==> src/rtl/dms_pkg.sv <==
// dms_pkg -- shared constants and helpers for the dms_buf demultiplexing buffer.
//   DEF_WIDTH    : default data width per channel
//   DEF_CHANNELS : default number of output channels
//   ERRCNT_W     : width of the optional out-of-range word counter
//   calc_aw()    : address width needed to index a given channel count
package dms_pkg;

  localparam int DEF_WIDTH    = 1;
  localparam int DEF_CHANNELS = 7;
  localparam int ERRCNT_W     = 8;

  // Address width for n channels; a single channel still needs one bit.
  function automatic int calc_aw(input int n);
    return (n > 1) ? $clog2(n) : 1;
  endfunction

endpackage

==> src/rtl/dms_slot.sv <==
// dms_slot -- one-entry channel buffer (valid bit plus data register).
// Ports:
//   clk       : clock, rising edge
//   rst       : synchronous active-high reset, clears valid and data
//   fill      : load fill_data this edge (takes precedence over drain)
//   fill_data : word to load
//   drain     : consumer takes the word this edge
//   valid     : buffer holds a word
//   data      : buffered word (kept after a drain)
module dms_slot #(
  parameter int WIDTH = 1
) (
  input  logic             clk,
  input  logic             rst,
  input  logic             fill,
  input  logic [WIDTH-1:0] fill_data,
  input  logic             drain,
  output logic             valid,
  output logic [WIDTH-1:0] data
);

  // A simultaneous fill and drain replaces the word and keeps valid high;
  // a lone drain only clears valid so the last word stays visible.
  always_ff @(posedge clk) begin
    if (rst) begin
      valid <= 1'b0;
      data  <= '0;
    end else if (fill) begin
      valid <= 1'b1;
      data  <= fill_data;
    end else if (drain) begin
      valid <= 1'b0;
    end
  end

endmodule

==> src/rtl/dms_buf.sv <==
// dms_buf -- routes a single input stream to CHANNELS one-entry output buffers
// selected by in_adr. Out-of-range addresses are accepted, dropped and flagged.
// Optional feature: define DMS_BUF_ERRCNT_EN to add err_cnt, a saturating
// count of accepted out-of-range words.
// Ports:
//   clk, rst  : clock and synchronous active-high reset
//   in_valid  : input word present
//   in_ready  : word accepted this cycle (combinational from in_adr)
//   in_data   : input word
//   in_adr    : destination channel index
//   out_valid : per-channel buffer full
//   out_ready : per-channel consumer accepts
//   out_data  : channel k at bits [k*WIDTH +: WIDTH]
//   err_cnt   : (DMS_BUF_ERRCNT_EN only) out-of-range word count, saturating
//   err       : sticky out-of-range flag
module dms_buf
  import dms_pkg::*;
#(
  parameter  int WIDTH    = DEF_WIDTH,
  parameter  int CHANNELS = DEF_CHANNELS,
  localparam int AW       = calc_aw(CHANNELS)
) (
  input  logic                      clk,
  input  logic                      rst,
  input  logic                      in_valid,
  output logic                      in_ready,
  input  logic [WIDTH-1:0]          in_data,
  input  logic [AW-1:0]             in_adr,
  output logic [CHANNELS-1:0]       out_valid,
  input  logic [CHANNELS-1:0]       out_ready,
  output logic [CHANNELS*WIDTH-1:0] out_data,
`ifdef DMS_BUF_ERRCNT_EN
  output logic [ERRCNT_W-1:0]       err_cnt,
`endif
  output logic                      err
);

  logic                in_range;
  logic                sel_busy;
  logic                accept;
  logic                oor_accept;
  logic [CHANNELS-1:0] fill;
  logic [CHANNELS-1:0] drain;

  // Decode by comparing against every channel index rather than indexing
  // out_valid with in_adr, so addresses beyond CHANNELS-1 never index out of
  // range; they simply match nothing and leave the input ready.
  always_comb begin
    in_range = 1'b0;
    sel_busy = 1'b0;
    fill     = '0;
    for (int k = 0; k < CHANNELS; k++) begin
      if (in_adr == AW'(k)) begin
        in_range = 1'b1;
        sel_busy = out_valid[k] & ~out_ready[k];
        fill[k]  = accept;
      end
    end
  end

  assign in_ready   = ~sel_busy;
  assign accept     = in_valid & in_ready;
  assign oor_accept = accept & ~in_range;
  assign drain      = out_valid & out_ready;

  for (genvar g = 0; g < CHANNELS; g++) begin : g_slot
    dms_slot #(
      .WIDTH (WIDTH)
    ) u_slot (
      .clk       (clk),
      .rst       (rst),
      .fill      (fill[g]),
      .fill_data (in_data),
      .drain     (drain[g]),
      .valid     (out_valid[g]),
      .data      (out_data[g*WIDTH +: WIDTH])
    );
  end

  always_ff @(posedge clk) begin
    if (rst) begin
      err <= 1'b0;
    end else if (oor_accept) begin
      err <= 1'b1;
    end
  end

`ifdef DMS_BUF_ERRCNT_EN
  logic [ERRCNT_W-1:0] cnt;

  always_ff @(posedge clk) begin
    if (rst) begin
      cnt <= '0;
    end else if (oor_accept && (cnt != '1)) begin
      cnt <= cnt + 1'b1;
    end
  end

  assign err_cnt = cnt;
`endif

endmodule

==> config.mk <==
export PLATFORM = sky130hd
export DESIGN_NAME = dms_buf
export DESIGN_NICKNAME = d
export VERILOG_FILES = /design/src/rtl/dms_pkg.sv /design/src/rtl/dms_slot.sv /design/src/rtl/dms_buf.sv
export SDC_FILE = /design/constraint.sdc
export NUM_CORES = 1
export LEC_CHECK = 0
export ABC_AREA = 1
export BUFFER_PORTS_ARGS = -buffer_cell sky130_fd_sc_hd__buf_4
export CAP_MARGIN = 20
export CORE_ASPECT_RATIO = 1.2
export CORE_MARGIN = 2
export CORE_UTILIZATION = 30
export DETAILED_ROUTE_END_ITERATION = 16
export GPL_ROUTABILITY_DRIVEN = 0
export GPL_TIMING_DRIVEN = 1
export SLEW_MARGIN = 20
export SYNTH_ARGS = -nofsm -noshare
export SYNTH_HDL_FRONTEND = slang
export SYNTH_SLANG_ARGS = --single-unit
==> constraint.sdc <==
create_clock -name clk -period 1.5 [get_ports clk]
set_clock_uncertainty 0.15 [all_clocks]
set_input_delay 0.3 -clock clk [delete_from_list [all_inputs] [get_ports clk]]
set_output_delay 0.3 -clock clk [all_outputs]
set_load 0.02 [all_outputs]
; Word-level counts from Yosys, hierarchy flattened
; Index checks and enable logic that the tools add are counted.
[totals]
latchBits = 0
input_bits = 14
memories = 0
mem_bits_rw = 0
word_cells = 83
mem_bits_ro = 0
output_inout_bits = 16
reg_bits = 15
[classes]
mul = 0
n_div = 0
muxes = 35
shift = 0
n_bitwise = 19
order_cmp = 0
addsub = 0
eq_ne = 6
reduce_logical = 8
[ops]
columns = cell, count
row1 = two-way mux 1 bit, 35
row2 = nonzero test 2 bit, 7
row3 = bitwise AND 1 bit, 9
row4 = "== test 3 bit, second input constant", 3
row5 = inverter 1 bit, 9
row6 = bitwise AND 7 bit, 1
row7 = "== test 3 x 2 -> 1 bit, second input constant", 2
row8 = "== test 3 x 1 -> 1 bit, second input constant", 1
row9 = logical NOT 3 bit, 1

; Longest topological paths before layout
[logic_depth]
word_depth = 13
ltp_mapped = 11
ltp_nobuf = 11

; Modules after synthesis
; From an unflattened synthesis, not the netlist that was laid out.
[hier_totals]
cells_unflattened = 127
hier_area_um2 = 835.8
[modules_own_cells]
columns = module, area_each_um2, cells_each, instances, seq_area_each_um2
row1 = dms_slot, 72.6, 9, 7, 40.0
row2 = dms_buf, 327.8, 64, 1, 20.0

; Worst setup path after synthesis
; No wires, ideal clock.
[synth_path]
kind = input to output
startpoint = input in_adr[2]
endpoint = output in_ready
path_slack_ns = -0.006
path_stages = 6
required_time_ns = 1.050
path_buffers = 1
arrival_ns = 1.056
cell_sequence = inv_2 nor3_4 nand3_1 nand4_1 nor2_2 buf_6
[synth_via]
elab_chain_cells = 9
word_cells_on_any_way = 15
cone_classes = 6 x eq/ne / 7 x mux / 1 x bitwise / 1 x reduce/logical
[synth_lines]
columns = element, line
row1 = "start, declared", dms_buf.sv:28  ; input logic [AW-1:0] in_adr,
row2 = logical NOT 3 bit, dms_buf.sv:53  ; if (in_adr == AW'(k)) begin
row3 = two-way mux 1 bit (6 in series), dms_buf.sv:53
row4 = two-way mux 1 bit (*), dms_buf.sv:53
row5 = inverter 1 bit (*), dms_buf.sv:61  ; assign in_ready = ~sel_busy;
row6 = "end, declared", dms_buf.sv:26  ; output logic in_ready,
; Every way passes the cells marked *; elsewhere a longest branch is shown, timed or not.

; Worst setup path in the final report
[layout_path]
startpoint = register g_slot[0].u_slot.valid
endpoint = output in_ready
[layout_via]
elab_chain_cells = 9
[layout_lines]
columns = element, line
row1 = "start, declared", dms_slot.sv:18  ; output logic valid,
row2 = "start signal, assigned", dms_slot.sv:26  ; valid <= 1'b0;
row3 = "start signal, assigned", dms_slot.sv:29  ; valid <= 1'b1;
row4 = "start signal, assigned", dms_slot.sv:32  ; valid <= 1'b0;
row5 = bitwise AND 1 bit, dms_buf.sv:55  ; sel_busy = out_valid[k] & ~out_ready[k];
row6 = two-way mux 1 bit (7 in series), dms_buf.sv:53
row7 = inverter 1 bit, dms_buf.sv:61
; No other way between the ends.

==> reports/qor.txt <==
Outcome: finished with violations
Failing checks: negative setup slack
Post-synth design cell area: 961 µm²
Vias in the first global route: 924
Synth Area in Compound Gates: 0.0260
Crit share post-route: 1.18
Largest family of logic cells by synthesized area: simple AND/OR/NAND/NOR gates
Max-slew violations: 0
Hold_buf cts: 0
Psw: 0.258 mW
Sequential element share of the synthesized area: 0.313
Mux share of post-synthesis cell area: 0
Final core utilization: 0.433
Setup TNS: -1.04 ns
CTS tree: yes
Ant. Diodes: 0
Critical path class: reg -> out
Later-pin clock latency in the skew report: 0.30 ns
Hold Crit Endpoint: g_slot[4].u_slot.valid$_SDFFE_PP0P_
Clk root buf: clkbuf_4
Yosys warning count: 0
Number of placement rows: 22
Reg2Reg Depth: 12
Port bufs: 29
H-Tree Depth: 1
Reg-to-reg startpoint: g_slot[0].u_slot.valid$_SDFFE_PP0P_
Yosys top cell area share: 0.313
Fmax: 0.564 GHz
P per Cell Area: 642 mW/mm²
EDFF count, synth: 0
Synth Flop Type: dfxtp_1
Post-DRT Antenna Nets: 0
Area share of and/or/nand/nor cells after synthesis: 0.434
Mapped Avg Cell Area: 6.54 µm²
Fill cells: 327
Avg WL per Cell: 11.0 µm
Post-synthesis adder-cell area fraction: 0
Hold path depth: 2
Static Leak: 0.606 nW
Final-report hold violation count: 0
DIE WIDTH: 55.7 µm
Logic pwr share: 0.222
Sw Share: 0.303
Final instance area: 0.00132 mm²
Dpl ws: -0.195 ns
Total die area: 0.00367 mm²
DP Wirelength: 1.70 mm
Reg2reg end: g_slot[0].u_slot.data$_SDFFE_PP0P_
First-pass GRT wire length: 3.80 mm
Die height: 66.0 µm
DR vias: 987
Vias/cell: 4.59
CP max FO: 2
Pwr Total: 0.850 mW
DR iter-0 viols: 20
Worst min path class: in -> reg
Clock power frac: 0.287
Flop2flop setup slack: -0.08 ns
Int Pwr: 0.592 mW
Number of max-cap violations: 0
Xor/xnor share of the synthesized area: 0
Register area: 303 µm²
Area growth from synthesis to layout: 37.6%
Core ar.: 0.00306 mm²
Grt total ovfl: 0
TritonCTS Buffers: 3
Min Tclk post-route: 1.77 ns
Cells after Synth: 147
RSZ-0062 raised after global routing: true
Starting Density: 0.314
Required time at the worst-slack endpoint: 1.05 ns
Critical path launch point type: flop
Sequential fraction of design power: 0.490
Layout cells sized above 1: 0.436
Max VDD drop: 0.324 mV
Mapped Nets: 161
Worst Path Arrival: 1.32 ns
Post-Route WL: 2.37 mm
I/O Pins: 30
Hold Crit Start: rst
Largest net degree at the start of global routing: 14
DR pass1 iterations: 4
Crit end category: primary output
Most common cell in the netlist: nor2_1
Final WS setup: -0.273 ns
Top cells by count, synth: 35 x nor2_1, 22 x inv_1, 18 x nand2_1, 15 x dfxtp_1, 14 x buf_4
Antenna violations before repair: 0
All-Layer GR Usage: 0.131
TritonCTS Sinks: 15
Clock Path Buffers: 2
Placed inst area: 0.00120 mm²
Clk slew on worst S/H paths: 0.09 ns
Final setup violation count: 13
Layout Nets: 194
Async set-reset flop share out of synthesis: 0
Top cell type by total area after synthesis: dfxtp_1
Worst-Margin Slew: 0.288 ns
Seq cells post-synth: 15
DRC violations left: 0
Multi-input logic area: 498 µm²
Distinct cells, synth: 16
Synth top area cells: dfxtp_1 31%, nor2_1 14%, buf_4 11%, inv_1 8.6%, nand2_1 7.0%
Relative slew slack: 0.807
## how the worst max path moves through the flow
stage                                                   start                                  to  slack (ns)  cells past startpoint
after global placement                              in_adr[1]  g_slot[3].u_slot.data$_SDFFE_PP0P_       -0.16                     12
after detailed placement                            in_adr[1]  g_slot[0].u_slot.data$_SDFFE_PP0P_       -0.20                     12
final                     g_slot[0].u_slot.valid$_SDFFE_PP0P_                            in_ready       -0.27                      8
after CTS                 g_slot[1].u_slot.valid$_SDFFE_PP0P_                            in_ready       -0.25                      8
after global routing      g_slot[0].u_slot.valid$_SDFFE_PP0P_                            in_ready       -0.32                      8
after floorplan                                     in_adr[1]                            in_ready        0.03                      8
## final cells by class
cell class | count | area share
Multi-Input combinational cell | 90 | 0.377
Timing Repair Buffer | 45 | 0.267
Sequential cell | 15 | 0.229
Inverter | 25 | 0.0728
Tap cell | 36 | 0.0341
Clock buffer | 3 | 0.0170
Clock inverter | 1 | 0.00378
## per-layer routing
metal | global-route usage | vias up | wire, µm
li1 | - | 506 | -
met2 | 0.229 | 40 | 1170
met3 | 0.0313 | 5 | 164
met5 | 0 | - | 0
met1 | 0.145 | 436 | 988
met4 | 0.0762 | 0 | 49
## sequential cells by signal, indices dropped and copies added (netlist names)
| signal | flops |
|---|---|
| g_slot.u_slot.data | 7 |
| g_slot.u_slot.valid | 7 |
| err | 1 |
## power groups by stage
stage / registers [mW] / clock network (mW) / logic, mW
finish: 0.417 / 0.244 / 0.189
global route: 0.418 / 0.267 / 0.207
CTS: 0.417 / 0.258 / 0.180
detailed placement: 0.426 / 0 / 0.172
global placement: 0.426 / 0 / 0.170
floorplan: 0.425 / 0 / 0.104
## cell families (layout without fill, tap and decap cells)
| group | count (synthesis) | count (layout) |
|---|---|---|
| and+or+nand+nor | 85 | 85 |
| DFF | 15 | 15 |
| buffers and inverters | 42 | 74 |
| AOI/OAI and AO/OA | 5 | 5 |
## timing repair
| item | CTS | global route |
|---|---|---|
| pin swaps | 5 | 4 |
| gates cloned | 1 | 0 |
| buffers inserted | 3 | 0 |
| setup endpoints to repair | 7 | 16 |
| resized for setup | 13 | 12 |
## cell usage in the layout (no fill, tap or decap), types with 3 or more instances in the layout
| master | n |
|---|---|
| a21oi_1 | 4 |
| buf_4 | 41 |
| buf_6 | 4 |
| clkbuf_4 | 3 |
| dfxtp_1 | 13 |
| inv_1 | 20 |
| inv_2 | 4 |
| nand2_1 | 15 |
| nand2_2 | 3 |
| nand3_1 | 10 |
| nand4_1 | 8 |
| nor2_1 | 29 |
| nor2_2 | 9 |
| nor2_4 | 4 |
## worst max-delay path, stage by stage, from the launching register on
cell and delay [ns]:
dfxtp_2 0.34, inv_2 0.05, nor2_2 0.04, nand3_2 0.06, nand2_2 0.06, nor2_2 0.07, nand4_1 0.09, nor2_2 0.16
buf_6 0.14
## metrics by stage
step / cells / hold WS (ns)
2_1_floorplan: 147 / 0.306
4_1_cts: 216 / 0.0889
3_3_place_gp: 208 / 0.290
6_report: 215 / 0.0850
3_5_place_dp: 208 / 0.292
5_1_grt: 215 / 0.0880
(Power assumes the default switching activity.)
